$ cat config.mk
export PLATFORM = sky130hd
export DESIGN_NAME = mp3_song_streamer_flat
export DESIGN_NICKNAME = d
export VERILOG_FILES = /design/src/rtl/mp3_song_streamer_if.sv /design/src/rtl/mp3_song_streamer.sv /design/src/flat_wrapper.sv
export SDC_FILE = /design/constraint.sdc
export NUM_CORES = 1
export LEC_CHECK = 0
export BUFFER_PORTS_ARGS = -buffer_cell sky130_fd_sc_hd__buf_2
export CAP_MARGIN = 20
export CORE_MARGIN = 1
export CORE_UTILIZATION = 45
export DETAILED_ROUTE_END_ITERATION = 8
export HOLD_SLACK_MARGIN = 0.02
export PLACE_DENSITY = 0.71
export SLEW_MARGIN = 20
export SYNTH_ARGS = -nofsm -noshare
export SYNTH_HDL_FRONTEND = slang
export SYNTH_SLANG_ARGS = --single-unit
$ cat constraint.sdc
create_clock -name MP3_SCLK -period 3.2 [get_ports MP3_SCLK]
set_clock_uncertainty 0.15 [all_clocks]
set_input_delay 0.16 -clock MP3_SCLK [delete_from_list [all_inputs] [get_ports MP3_SCLK]]
set_output_delay 0.16 -clock MP3_SCLK [all_outputs]
set_load 0.02 [all_outputs]
$ cat src/rtl/mp3_song_streamer_if.sv
// ROM read port plus the word stream toward the MP3 SPI serializer.
// The streamer drives the master side; ROM and serializer sit on slave.
interface mp3_song_streamer_if #(
   parameter int ADDR_W = 16
);
   logic [ADDR_W-1:0] ROM_ADDR;
   logic [31:0]       ROM_DATA;
   logic [31:0]       DATA_OUT;
   logic              DATA_VALID;
   logic              DATA_READY;

   modport master (
      output ROM_ADDR,
      output DATA_OUT,
      output DATA_VALID,
      input  ROM_DATA,
      input  DATA_READY
   );

   modport slave (
      input  ROM_ADDR,
      input  DATA_OUT,
      input  DATA_VALID,
      output ROM_DATA,
      output DATA_READY
   );
endinterface

$ cat src/rtl/mp3_song_streamer.sv
// Fetches the selected song from ROM and streams it in DREQ-gated chunks.
// Optional MP3_STREAM_PAUSE_EN adds a PAUSE input holding off new chunks.
module mp3_song_streamer #(
   parameter int SONG_NUM    = 3,
   parameter int ADDR_W      = 16,
   parameter int SONG_WORDS  = 16384,
   parameter int CHUNK_WORDS = 8
) (
   input  logic              MP3_SCLK,
   input  logic              RESET,
   input  logic [31:0]       SongNow,
   input  logic              MP3_DREQ,
`ifdef MP3_STREAM_PAUSE_EN
   input  logic              PAUSE,
`endif
   output logic              SONG_START,
   output logic [ADDR_W-1:0] PLAY_POS,
   mp3_song_streamer_if.master bus
);

   localparam logic [2:0] IDLE      = 3'd0;
   localparam logic [2:0] WAIT_DREQ = 3'd1;
   localparam logic [2:0] FETCH     = 3'd2;
   localparam logic [2:0] LOAD      = 3'd3;
   localparam logic [2:0] SEND      = 3'd4;

   localparam int CW = $clog2(CHUNK_WORDS + 1);
   localparam logic [ADDR_W-1:0] LAST_POS =
      ADDR_W'(SONG_WORDS - 1);
   localparam logic [CW-1:0] LAST_WORD =
      CW'(CHUNK_WORDS - 1);

   logic [2:0]        state_q, state_d;
   logic [ADDR_W-1:0] cur_song_q, cur_song_d;
   logic [ADDR_W-1:0] rom_addr_q, rom_addr_d;
   logic [31:0]       data_q, data_d;
   logic              valid_q, valid_d;
   logic              start_q, start_d;
   logic [ADDR_W-1:0] pos_q, pos_d;
   logic [CW-1:0]     chunk_q, chunk_d;

   logic [ADDR_W-1:0] sel;
   logic [ADDR_W-1:0] base;
   logic              change;
   logic              go;

   always_comb begin
      sel = '0;
      if (SongNow < 32'(SONG_NUM)) begin
         sel = SongNow[ADDR_W-1:0];
      end
   end

   assign base = ADDR_W'(32'(sel) * 32'(SONG_WORDS));

   assign change = (state_q != IDLE) &&
                   (sel != cur_song_q);

`ifdef MP3_STREAM_PAUSE_EN
   assign go = MP3_DREQ & ~PAUSE;
`else
   assign go = MP3_DREQ;
`endif

   always_comb begin
      state_d    = state_q;
      cur_song_d = cur_song_q;
      rom_addr_d = rom_addr_q;
      data_d     = data_q;
      valid_d    = valid_q;
      start_d    = 1'b0;
      pos_d      = pos_q;
      chunk_d    = chunk_q;

      unique case (state_q)
         IDLE: begin
            cur_song_d = sel;
            rom_addr_d = base;
            pos_d      = '0;
            start_d    = 1'b1;
            state_d    = WAIT_DREQ;
         end
         WAIT_DREQ: begin
            if (go) begin
               chunk_d = '0;
               state_d = FETCH;
            end
         end
         FETCH: begin
            state_d = LOAD;
         end
         LOAD: begin
            data_d  = bus.ROM_DATA;
            valid_d = 1'b1;
            state_d = SEND;
         end
         SEND: begin
            if (bus.DATA_READY) begin
               valid_d = 1'b0;
               chunk_d = chunk_q + 1'b1;
               if (pos_q == LAST_POS) begin
                  pos_d      = '0;
                  rom_addr_d = base;
               end else begin
                  pos_d      = pos_q + 1'b1;
                  rom_addr_d = rom_addr_q + 1'b1;
               end
               if (chunk_q == LAST_WORD) begin
                  state_d = WAIT_DREQ;
               end else begin
                  state_d = FETCH;
               end
            end
         end
         default: begin
            state_d = IDLE;
         end
      endcase

      // A new song overrides everything, even a word mid-handshake.
      if (change) begin
         cur_song_d = sel;
         rom_addr_d = base;
         pos_d      = '0;
         chunk_d    = '0;
         valid_d    = 1'b0;
         start_d    = 1'b1;
         state_d    = WAIT_DREQ;
      end
   end

   always_ff @(posedge MP3_SCLK) begin
      if (RESET) begin
         state_q    <= IDLE;
         cur_song_q <= '0;
         rom_addr_q <= '0;
         data_q     <= '0;
         valid_q    <= 1'b0;
         start_q    <= 1'b0;
         pos_q      <= '0;
         chunk_q    <= '0;
      end else begin
         state_q    <= state_d;
         cur_song_q <= cur_song_d;
         rom_addr_q <= rom_addr_d;
         data_q     <= data_d;
         valid_q    <= valid_d;
         start_q    <= start_d;
         pos_q      <= pos_d;
         chunk_q    <= chunk_d;
      end
   end

   assign bus.ROM_ADDR   = rom_addr_q;
   assign bus.DATA_OUT   = data_q;
   assign bus.DATA_VALID = valid_q;
   assign SONG_START     = start_q;
   assign PLAY_POS       = pos_q;

endmodule

$ cat src/flat_wrapper.sv
// flat-port wrapper written by rule: the top's interface ports become plain ports
module mp3_song_streamer_flat 
#(
   parameter int SONG_NUM    = 3,
   parameter int ADDR_W      = 16,
   parameter int SONG_WORDS  = 16384,
   parameter int CHUNK_WORDS = 8
)
  (MP3_SCLK, RESET, SongNow, MP3_DREQ, SONG_START, PLAY_POS, bus_ROM_ADDR, bus_DATA_OUT, bus_DATA_VALID, bus_ROM_DATA, bus_DATA_READY);
  mp3_song_streamer_if #(.ADDR_W(ADDR_W)) bus_i ();
  input  logic MP3_SCLK;
  input  logic RESET;
  input  logic [31:0] SongNow;
  input  logic MP3_DREQ;
  output logic SONG_START;
  output logic [ADDR_W-1:0] PLAY_POS;
  output wire logic [$bits(bus_i.ROM_ADDR)-1:0] bus_ROM_ADDR;
  output wire logic [$bits(bus_i.DATA_OUT)-1:0] bus_DATA_OUT;
  output wire logic [$bits(bus_i.DATA_VALID)-1:0] bus_DATA_VALID;
  input wire logic [$bits(bus_i.ROM_DATA)-1:0] bus_ROM_DATA;
  input wire logic [$bits(bus_i.DATA_READY)-1:0] bus_DATA_READY;
  assign bus_ROM_ADDR = bus_i.ROM_ADDR;
  assign bus_DATA_OUT = bus_i.DATA_OUT;
  assign bus_DATA_VALID = bus_i.DATA_VALID;
  assign bus_i.ROM_DATA = bus_ROM_DATA;
  assign bus_i.DATA_READY = bus_DATA_READY;
  mp3_song_streamer #(.SONG_NUM(SONG_NUM), .ADDR_W(ADDR_W), .SONG_WORDS(SONG_WORDS), .CHUNK_WORDS(CHUNK_WORDS)) u_core (.MP3_SCLK(MP3_SCLK), .RESET(RESET), .SongNow(SongNow), .MP3_DREQ(MP3_DREQ), .SONG_START(SONG_START), .PLAY_POS(PLAY_POS), .bus(bus_i));
endmodule
; Word-level counts from Yosys, hierarchy flattened
; Index checks and enable logic that the tools add are counted.
[classes]
eq_ne = 11
reduce_logical = 15
order_cmp = 1
mux = 22
addsub = 3
[ops]
columns = cell, count
row1 = 2-to-1 mux 16 bit, 8
row2 = case mux 16 bit (2 select lines), 2
row3 = "adder 16 x 1 -> 16 bit, second input constant", 2
row4 = "< comparator 32 x 2 -> 1 bit, second input constant", 1
row5 = "== test 16 x 14 -> 1 bit, second input constant", 1
row6 = inequality test 16 bit, 1
row7 = case mux 3 bit (5 select lines), 1
row8 = AND reduction 2 bit, 5
row9 = 2-to-1 mux 4 bit, 2
row10 = case mux 4 bit (2 select lines), 1
row11 = nonzero test 2 bit, 4
row12 = "== test 3 x 2 -> 1 bit, second input constant", 2
row13 = 2-to-1 mux 3 bit, 2
row14 = "inequality test 3 x 2 -> 1 bit, second input constant", 2
row15 = nonzero test 3 bit, 2
row16 = "adder 4 x 1 -> 4 bit, second input constant", 1
row17 = "== test 4 x 3 -> 1 bit, second input constant", 1
row18 = 2-to-1 mux 1 bit, 4
row19 = "inequality test 2 bit, second input constant", 2
row20 = "== test 3 x 1 -> 1 bit, second input constant", 1
row21 = "== test 3 bit, second input constant", 1
row22 = zero test 3 bit, 1
row23 = AND reduction 3 bit, 1
row24 = 2-to-1 mux 2 bit, 1
row25 = 3 further kinds, 3
[word_totals]
wordCells = 62
reg_bits = 89
input_bits = 68
output_inout_bits = 66

; Logic depth before layout (Yosys ltp)
; Gate-level depths: netlist of run 1.
[logic_depth]
depth_word = 6
mapped_depth = 9
mapped_depth_nobuf = 7

; Worst setup path after synthesis of run 1
; No wires, ideal clock.
[synth_timing]
path_kind = flip-flop to flip-flop
start = register u_core.pos_q[0], in the netlist u_core.PLAY_POS[0]
end = register u_core.pos_q[6], in the netlist u_core.PLAY_POS[6]
t_arrival_ns = 2.183
n_path_buf = 1
setup_slack_ns = 0.752
setup_ns = 0.115
period_less_slack_ns = 2.448
stages_incl_launch_ff = 9
required_ns = 2.935
path_cell_list = dfxtp_1 ha_1 nand3_1 or4_4 o31ai_1 nand2_1 o211ai_4 buf_6 nor2_1
[synth_via]
elab_chain_len = 4
word_cells_on_any_way = 5
classes_between = add/sub (1) / eq/ne (1) / mux (3)
[synth_rtl]
columns = element, line
row1 = "start, declared", mp3_song_streamer.sv:39  ; logic [ADDR_W-1:0] pos_q, pos_d;
row2 = "start signal, assigned", mp3_song_streamer.sv:149  ; pos_q <= pos_d;
row3 = adder 16 x 1 -> 16 bit or == test 16 x 14 -> 1 bit (tied branches), "mp3_song_streamer.sv:105, mp3_song_streamer.sv:101"
row4 = 2-to-1 mux 16 bit (*), mp3_song_streamer.sv:101  ; if (pos_q == LAST_POS) begin
row5 = 2-to-1 mux 16 bit (*), mp3_song_streamer.sv:98  ; if (bus.DATA_READY) begin
row6 = case mux 16 bit (2 select lines) (*), mp3_song_streamer.sv:75  ; unique case (state_q)
; Every way passes the cells marked *; elsewhere a longest branch is shown, timed or not. The select of a mux whose other input is x is not followed.
; A chain may end at the register's enable or synchronous reset.

; Worst setup path after layout of run 1
[layout_timing]
start = register u_core.pos_q[0], in the netlist u_core.PLAY_POS[0]
end = register u_core.rom_addr_q[5], in the netlist u_core.bus.ROM_ADDR[5]
[layout_via]
elab_chain_len = 4
[layout_rtl]
columns = element, line
row1 = == test 16 x 14 -> 1 bit, mp3_song_streamer.sv:101
row2 = 2-to-1 mux 16 bit, mp3_song_streamer.sv:101
row3 = 2-to-1 mux 16 bit, mp3_song_streamer.sv:98
row4 = case mux 16 bit (2 select lines), mp3_song_streamer.sv:75
row5 = "end signal, assigned", mp3_song_streamer.sv:145  ; rom_addr_q <= rom_addr_d;
row6 = "end, declared", mp3_song_streamer.sv:35  ; logic [ADDR_W-1:0] rom_addr_q, rom_addr_d;
; Every way passes these cells. The select of a mux whose other input is x is not followed.

==> impl_results.rst, run 1 <==
.. list-table::
   :header-rows: 1

   * - Metric
     - Value
   * - Run status
     - finished, final reports clean
   * - Final worst hold slack
     - around 0.14 ns
   * - Sequential Area
     - approximately 1800 um2
   * - Post-detailed-route DRC marker count
     - 0
   * - Instance count of the mapped netlist
     - ~430
   * - Max-slew violation count
     - 0
   * - Rel. slew slack
     - 56.52%
   * - Routed len/inst
     - between 10 and 15 um
   * - Cell at the root of the clock tree
     - sky130_fd_sc_hd__clkbuf_8
   * - Worst setup path class
     - register to register
   * - Final number of setup-violating endpoints
     - 0
   * - Crit path time final
     - 2.558 ns
   * - Largest cells by area after synthesis
     - sky130_fd_sc_hd__dfxtp_1 49%, sky130_fd_sc_hd__nand2_1 9.3%, sky130_fd_sc_hd__a21oi_1 6.6%
   * - Detailed Place HPWL
     - roughly 6400 um
   * - Wire length of the first global-routing pass
     - ~16000 um
   * - Cell Count, Final, Fillers Out
     - ~710
   * - Final Cell Area
     - 4947 um2
   * - Area Growth Syn to Fin
     - 36.49%
   * - Areal power density over the cells
     - 408.8 nW/um2
   * - Hold violation count in the final report
     - 0
   * - Die Ht
     - ~92 um
   * - Number of synthesized flops with an enable pin
     - 0
   * - X dimension of the die
     - roughly 92 um
   * - Detailed Routing Iterations Pass 1
     - 5
   * - Core Area
     - ~7800 um2
   * - Proportion of layout cells with a drive suffix above 1
     - 26.89%
   * - Cell-internal power
     - about 0.0015 W
   * - DIE AREA
     - between 8000 and 9000 um2
   * - Number of cell instances on the worst register-to-register path
     - 7
   * - Cell variety after synth
     - between 50 and 60
   * - Standard-cell rows
     - 32
   * - Fraction of power spent switching nets
     - approximately 26%
   * - RSZ-0062 raised after global routing
     - no
   * - Num CTS Buffers
     - 9
   * - Number of antenna violations at the first check in global routing
     - 0
   * - Gates resized, CTS repair
     - 0
   * - Final design utilization
     - between 60% and 70%
   * - Final period utilization
     - about four fifths
   * - Instance count after placement with tap cells included
     - 660
   * - Aggregate global routing overflow
     - 0
   * - Actual transition at the worst max-transition pin
     - around 0.65 ns
   * - Number of primary I/O pins
     - 134
   * - Gp weighted congestion
     - 0.8543
   * - Starting Density
     - around 47%
   * - Startpoint type of the worst setup path
     - register
   * - Via count normalized by instance count
     - roughly 5
   * - Number of nets in the layout
     - a little under 700
   * - Highest ir drop seen on vdd
     - approximately 0.24 mV
   * - Hold/Removal Path Class
     - input port to register
   * - Diodes inserted
     - 0
   * - Clock slew at reported path FFs
     - approximately 0.09 ns
   * - Setup total negative slack
     - 0 ns
   * - Leakage power
     - between 2 and 2.5 nW
   * - Logic pwr share
     - under 10%
   * - Clock tree from TritonCTS
     - yes
   * - # H-tree levels
     - 3
   * - Starting DRT DRC Count
     - 256
   * - Number of clock sinks seen by CTS
     - around 90
   * - Pin count of the biggest net entering global routing
     - 37
   * - Clock insertion delay at the later pin of the skew report
     - around 0.36 ns
   * - Flip-flop and latch count after synthesis
     - 89
   * - Post-Route WL
     - around 9400 um
   * - Largest area contributor in the netlist
     - sky130_fd_sc_hd__dfxtp_1
   * - Portion of total power attributed to the clock network
     - around 36%
   * - Most frequent cells in the layout
     - 133 x sky130_fd_sc_hd__buf_2, 89 x sky130_fd_sc_hd__nand2_1, 89 x sky130_fd_sc_hd__dfxtp_1
   * - Number of global-route vias before repair
     - 3435
   * - Arrival time of data at the critical path endpoint
     - 2.64 ns
   * - Share of flip-flops with an asynchronous set or reset
     - 0%
   * - Antenna-violating nets left
     - 0
   * - Reported max-cap violation count
     - 0
   * - Setup crit end kind
     - register
   * - Sequential Power Share
     - 55.9%
   * - Synth Area per Inst
     - around 8.5 um2
   * - Warnings, synthesis
     - 0
   * - Most common cell after layout, fill and taps aside
     - sky130_fd_sc_hd__buf_2
   * - Max FO, Critical Path
     - 17
   * - Post-synth top flop
     - sky130_fd_sc_hd__dfxtp_1
   * - Number of port buffers
     - about 130
   * - Total routing usage reported by global routing
     - a little under a quarter
   * - Depth of the worst hold-timing path
     - 6
   * - Fill cells
     - 663
   * - Data required time at the worst endpoint
     - 3.28 ns
   * - Area of combinational cells with multiple inputs
     - about 1800 um2
   * - Routed via count
     - 3631
   * - Portion of synthesized cell area occupied by the leading cell type
     - between 40% and 50%
   * - Fraction of the yosys area taken by sequential cells
     - ~50%
   * - Max frequency
     - 390.9 MHz
   * - Net switching component of the power
     - 0.0005173 W
   * - Cell area after technology mapping
     - about 3600 um2
   * - Maximum buffer depth of the clock tree
     - 2
   * - Post-DP Area
     - about 4400 um2
==> final timing paths <==
check	startpoint	end	slack [ns]
worst min-delay path	SongNow[25]	u_core.cur_song_q[1]$_SDFFE_PP0P_	0.14
worst max-delay path	u_core.PLAY_POS[0]$_SDFFE_PP0P_	u_core.bus.ROM_ADDR[5]$_SDFFE_PP0P_	0.64
worst min register to register	u_core.bus.DATA_OUT[6]$_SDFFE_PP0P_	u_core.bus.DATA_OUT[6]$_SDFFE_PP0P_	0.31
worst max register to register	u_core.PLAY_POS[0]$_SDFFE_PP0P_	u_core.bus.ROM_ADDR[5]$_SDFFE_PP0P_	0.64
==> metal layers <==
metal  global-route usage (%)  up-vias  routed length, um
met5                        0        -                  0
met4                    8.854        0                184
met3                    5.473       16                503
met2                    39.41      112               4552
met1                    28.29     1668               4161
li1                         -     1835                  -
==> synth_stat cells (all sizes together) (2+ instances only) <==
master,count
a211oi,2
a21oi,48
a22oi,3
a311oi,2
a41oi,3
and3,4
and4,3
buf,7
clkbuf,12
dfxtp,89
ha,3
inv,6
nand2,90
nand2b,3
nand3,10
nand4,15
nor2,51
nor2b,3
nor3,5
nor3b,3
nor4,13
o2111ai,2
o211ai,2
o21ai,5
o31ai,3
or2,2
or3,2
or4,3
xnor2,8
xor2,11
==> stage by stage <==
stage | setup slack, ns | power [W]
global placement | 0.6897 | 0.001274
CTS | 0.6450 | 0.002041
floorplan | 0.7517 | 0.001218
global route | 0.4500 | 0.002108
finish | 0.6421 | 0.002022
detailed placement | 0.6678 | 0.001277
==> power groups by stage <==
stage | logic, W | clock network, W | registers [W]
final | 0.000157 | 0.000734 | 0.00113
after global routing | 0.000170 | 0.000803 | 0.00113
after CTS | 0.000154 | 0.000756 | 0.00113
after detailed placement | 0.000119 | 0 | 0.00116
after global placement | 0.000117 | 0 | 0.00116
after floorplan | 0.0000545 | 0 | 0.00116
==> area by class of cell <==
class / instances / share of cell area [%]
timing repair buffer: 172 / 21.19
sequential: 89 / 36.01
multi-input combinational: 327 / 35.94
clock buffer: 9 / 2.504
clock inverter: 7 / 1.315
tap: 102 / 2.580
inverter: 6 / 0.4552
==> state kept, by name, summed over array words and instances, names as in the netlist <==
signal                 flops
u_core.cur_song_q         16
u_core.state_q             3
u_core.PLAY_POS           16
u_core.chunk_q             4
u_core.bus.ROM_ADDR       16
u_core.bus.DATA_OUT       32
u_core.bus.DATA_VALID      1
u_core.SONG_START          1
==> worst max-delay path: stages, from the launching register on <==
cell                       delay, ns
sky130_fd_sc_hd__dfxtp_1        0.39
sky130_fd_sc_hd__ha_1           0.18
sky130_fd_sc_hd__nand3_1        0.13
sky130_fd_sc_hd__or4_4          0.58
sky130_fd_sc_hd__o31ai_1        0.43
sky130_fd_sc_hd__nand2_1        0.19
sky130_fd_sc_hd__o211ai_4       0.26
sky130_fd_sc_hd__nor2_1         0.11
==> logic make-up after synthesis <==
group           share of synthesized area (%)
compound gates                          14.15
xor+xnor                                4.591
fa+ha+maj                               1.036
buf+inv                                 3.210
flops                                   49.15
other cells                            0.1035
simple gates                            27.75
==> what timing repair did <==
item | 4_1_cts | 5_1_grt
setup buffers | 0 | 0
hold endpoints to repair | 38 | 0
hold buffers | 36 | 0
No activity file was read; power rests on OpenSTA's default activity.
==> inputs of run 2 (changes only) <==
--- a/config.mk
+++ b/config.mk
@@ -8,10 +8,10 @@
 export BUFFER_PORTS_ARGS = -buffer_cell sky130_fd_sc_hd__buf_2
 export CAP_MARGIN = 20
 export CORE_MARGIN = 1
-export CORE_UTILIZATION = 45
+export CORE_UTILIZATION = 44
 export DETAILED_ROUTE_END_ITERATION = 8
 export HOLD_SLACK_MARGIN = 0.02
-export PLACE_DENSITY = 0.71
+export PLACE_DENSITY = 0.72
 export SLEW_MARGIN = 20
 export SYNTH_ARGS = -nofsm -noshare
 export SYNTH_HDL_FRONTEND = slang
==> constraint.sdc (replaced) <==
create_clock -name MP3_SCLK -period 2.1 [get_ports MP3_SCLK]
set_clock_uncertainty 0.15 [all_clocks]
set_input_delay 0.105 -clock MP3_SCLK [delete_from_list [all_inputs] [get_ports MP3_SCLK]]
set_output_delay 0.105 -clock MP3_SCLK [all_outputs]
set_load 0.02 [all_outputs]
==> impl_results.rst, run 2 (synthesized netlist as in run 1, its figures left out) <==
.. list-table::
   :header-rows: 1

   * - Metric
     - Value
   * - Areal power density over the cells
     - 548.1 nW/um2 (was 408.8 nW/um2)
   * - Final design utilization
     - 72.90% (was 63.69%)
   * - RSZ-0062 raised after global routing
     - yes (was no)
   * - Leakage power
     - 2.363 nW (was 2.036 nW)
   * - Highest ir drop seen on vdd
     - 0.3870 mV (was 0.2406 mV)
   * - Starting DRT DRC Count
     - 205 (was 256)
   * - Proportion of layout cells with a drive suffix above 1
     - 40.33% (was 26.89%)
   * - Final number of setup-violating endpoints
     - 27 (was 0)
   * - Number of nets in the layout
     - 733 (was 676)
   * - Reported max-cap violation count
     - 0 (unchanged)
   * - Area Growth Syn to Fin
     - 57.82% (was 36.49%)
   * - Routed via count
     - 3940 (was 3631)
   * - Post-layout worst setup margin
     - -0.1234 ns (was 0.6421 ns)
   * - Die Ht
     - 92.77 um (was 91.75 um)
   * - Crit path time final
     - 2.223 ns (was 2.558 ns)
   * - Logic pwr share
     - 9.6% (was 7.7%)
   * - Most utilized layer in the global route result
     - met2 (unchanged)
   * - Number of clock sinks seen by CTS
     - 89 (unchanged)
   * - Antenna-violating nets left
     - 0 (unchanged)
   * - Actual transition at the worst max-transition pin
     - 0.9172 ns (was 0.6498 ns)
   * - Run status
     - complete, but fails checks (was finished, final reports clean)
   * - Post-Route WL
     - 10980 um (was 9402 um)
   * - Max-slew violation count
     - 0 (unchanged)
   * - Max frequency
     - 449.8 MHz (was 390.9 MHz)
   * - Num CTS Buffers
     - 9 (unchanged)
   * - Most common cell after layout, fill and taps aside
     - sky130_fd_sc_hd__buf_2 (unchanged)
   * - Hold/Removal Path Class
     - input port to register (unchanged)
   * - DIE AREA
     - 8605 um2 (was 8418 um2)
   * - Diodes inserted
     - 0 (unchanged)
   * - Setup crit end kind
     - register (unchanged)
   * - Cell at the root of the clock tree
     - sky130_fd_sc_hd__clkbuf_8 (unchanged)
   * - Fraction of power spent switching nets
     - 25.99% (was 25.58%)
   * - Cell Count, Final, Fillers Out
     - 769 (was 712)
   * - Met1 Use GR
     - 27.28% (was 28.29%)
   * - Standard-cell rows
     - 32 (unchanged)
   * - Detailed Place HPWL
     - 6881 um (was 6420 um)
   * - Arrival time of data at the critical path endpoint
     - 2.33 ns (was 2.64 ns)
   * - Pin count of the biggest net entering global routing
     - 37 (unchanged)
   * - Area of combinational cells with multiple inputs
     - 2022 um2 (was 1778 um2)
   * - Maximum buffer depth of the clock tree
     - 2 (unchanged)
   * - Number of port buffers
     - 133 (unchanged)
   * - Sequential Area
     - 1799 um2 (was 1782 um2)
   * - Cell-internal power
     - 0.002320 W (was 0.001505 W)
   * - Number of global-route vias before repair
     - 3776 (was 3435)
   * - Most frequent cells in the layout
     - 133 x sky130_fd_sc_hd__buf_2, 88 x sky130_fd_sc_hd__nand2_1, 79 x sky130_fd_sc_hd__dfxtp_1 (was 133 x sky130_fd_sc_hd__buf_2, 89 x sky130_fd_sc_hd__nand2_1, 89 x sky130_fd_sc_hd__dfxtp_1)
   * - Aggregate global routing overflow
     - 0 (unchanged)
   * - Violations in the final reports
     - negative setup slack
   * - Worst setup path class
     - register to register (unchanged)
   * - Sequential Power Share
     - 54.9% (was 55.9%)
   * - Flip-flop count of the largest register, all copies and words added
     - 32 (unchanged)
   * - Clock slew at reported path FFs
     - 0.10 ns (was 0.09 ns)
   * - Detailed Routing Iterations Pass 1
     - 4 (was 5)
   * - Hold violation count in the final report
     - 0 (unchanged)
   * - Fill cells
     - 613 (was 663)
   * - Core Area
     - 7848 um2 (was 7767 um2)
   * - Starting Density
     - 46.19% (was 46.67%)
   * - GR met2 Demand/Resource
     - 43.44% (was 39.41%)
   * - Total routing usage reported by global routing
     - 24.24% (was 23.13%)
   * - # H-tree levels
     - 3 (unchanged)
   * - Number of primary I/O pins
     - 134 (unchanged)
   * - Net switching component of the power
     - 0.0008149 W (was 0.0005173 W)
   * - Data required time at the worst endpoint
     - 2.21 ns (was 3.28 ns)
   * - Max FO, Critical Path
     - 5 (was 17)
   * - Wire length of the first global-routing pass
     - 16620 um (was 15610 um)
   * - Number of antenna violations at the first check in global routing
     - 0 (unchanged)
   * - Portion of total power attributed to the clock network
     - 35.6% (was 36.3%)
   * - Startpoint type of the worst setup path
     - register (unchanged)
   * - Final period utilization
     - 105.9% (was 79.93%)
   * - Routed len/inst
     - 14.28 um (was 13.21 um)
   * - Clock insertion delay at the later pin of the skew report
     - 0.36 ns (about the same)
   * - Clock tree from TritonCTS
     - yes (unchanged)
   * - Via count normalized by instance count
     - 5.124 (was 5.100)
   * - Met3 Track Usage GR
     - 5.337% (was 5.473%)
   * - X dimension of the die
     - 92.77 um (was 91.75 um)
   * - Rel. slew slack
     - 38.63% (was 56.52%)
   * - Post-detailed-route DRC marker count
     - 0 (unchanged)
   * - Gp weighted congestion
     - 0.8369 (was 0.8543)
   * - Instance count after placement with tap cells included
     - 707 (was 660)
==> run 2: layout make-up <==
cell class	instances	area share, %
sequential	89	31.45
inverter	6	0.3937
timing repair buffer	228	27.32
multi-input combinational	328	35.35
tap	102	2.231
clock inverter	7	1.094
clock buffer	9	2.165
==> run 2: power by group through the flow <==
stage | Clock (W) | Combinational [W] | Sequential, W
6_report | 0.00111 | 0.000300 | 0.00172
5_1_grt | 0.00121 | 0.000323 | 0.00172
4_1_cts | 0.00114 | 0.000276 | 0.00172
3_5_place_dp | 0 | 0.000214 | 0.00176
3_3_place_gp | 0 | 0.000210 | 0.00176
2_1_floorplan | 0 | 0.0000831 | 0.00177
==> run 2: worst max-delay path, stage by stage, from the launching register on <==
cell and delay [ns]:
sky130_fd_sc_hd__dfxtp_4 0.37, sky130_fd_sc_hd__ha_4 0.15, sky130_fd_sc_hd__nand3_4 0.07, sky130_fd_sc_hd__or4_4 0.54
sky130_fd_sc_hd__o31a_1 0.35, sky130_fd_sc_hd__nand3_1 0.13, sky130_fd_sc_hd__o311ai_2 0.11, sky130_fd_sc_hd__a32o_1 0.26
==> run 2: timing repair <==
item | in CTS | in global routing
hold buffers | 36 | 0
gates cloned | 1 | 1
endpoints found under the hold margin | 38 | 0
resized for setup | 12 | 48
setup buffers | 5 | 5
pin swaps | 11 | 24
setup endpoints to repair | 31 | 39
==> run 2: layer usage <==
layer,up-vias,share of wire [%]
met3,28,4.9
li1,1946,-
met1,1841,39
met2,125,53
met4,0,2.7
met5,-,0
==> run 2: final timing paths <==
kind | end | slack, ns | depth (start not counted) | from
min reg2reg | u_core.bus.DATA_OUT[15]$_SDFFE_PP0P_ | 0.31 | 2 | u_core.bus.DATA_OUT[15]$_SDFFE_PP0P_
max | u_core.bus.ROM_ADDR[14]$_SDFFE_PP0P_ | -0.12 | 7 | u_core.PLAY_POS[1]$_SDFFE_PP0P_
min | u_core.cur_song_q[1]$_SDFFE_PP0P_ | 0.11 | 3 | RESET
max reg2reg | u_core.bus.ROM_ADDR[14]$_SDFFE_PP0P_ | -0.12 | 7 | u_core.PLAY_POS[1]$_SDFFE_PP0P_
==> run 2: per-stage QoR <==
| step | worst slack, ns | instance area, um2 | total power [W] | hold slack (ns) | TNS (ns) |
|---|---|---|---|---|---|
| 2_1_floorplan | -0.1065 | 3717 | 0.001853 | 0.09102 | -0.6817 |
| 3_3_place_gp | -0.2331 | 4836 | 0.001967 | 0.1948 | -4.666 |
| 3_5_place_dp | -0.3207 | 4836 | 0.001972 | 0.2005 | -7.486 |
| 4_1_cts | -0.09879 | 5469 | 0.003132 | 0.04483 | -1.868 |
| 5_1_grt | -0.1897 | 5720 | 0.003261 | 0.1133 | -4.187 |
| 6_report | -0.1234 | 5720 | 0.003135 | 0.1137 | -1.986 |
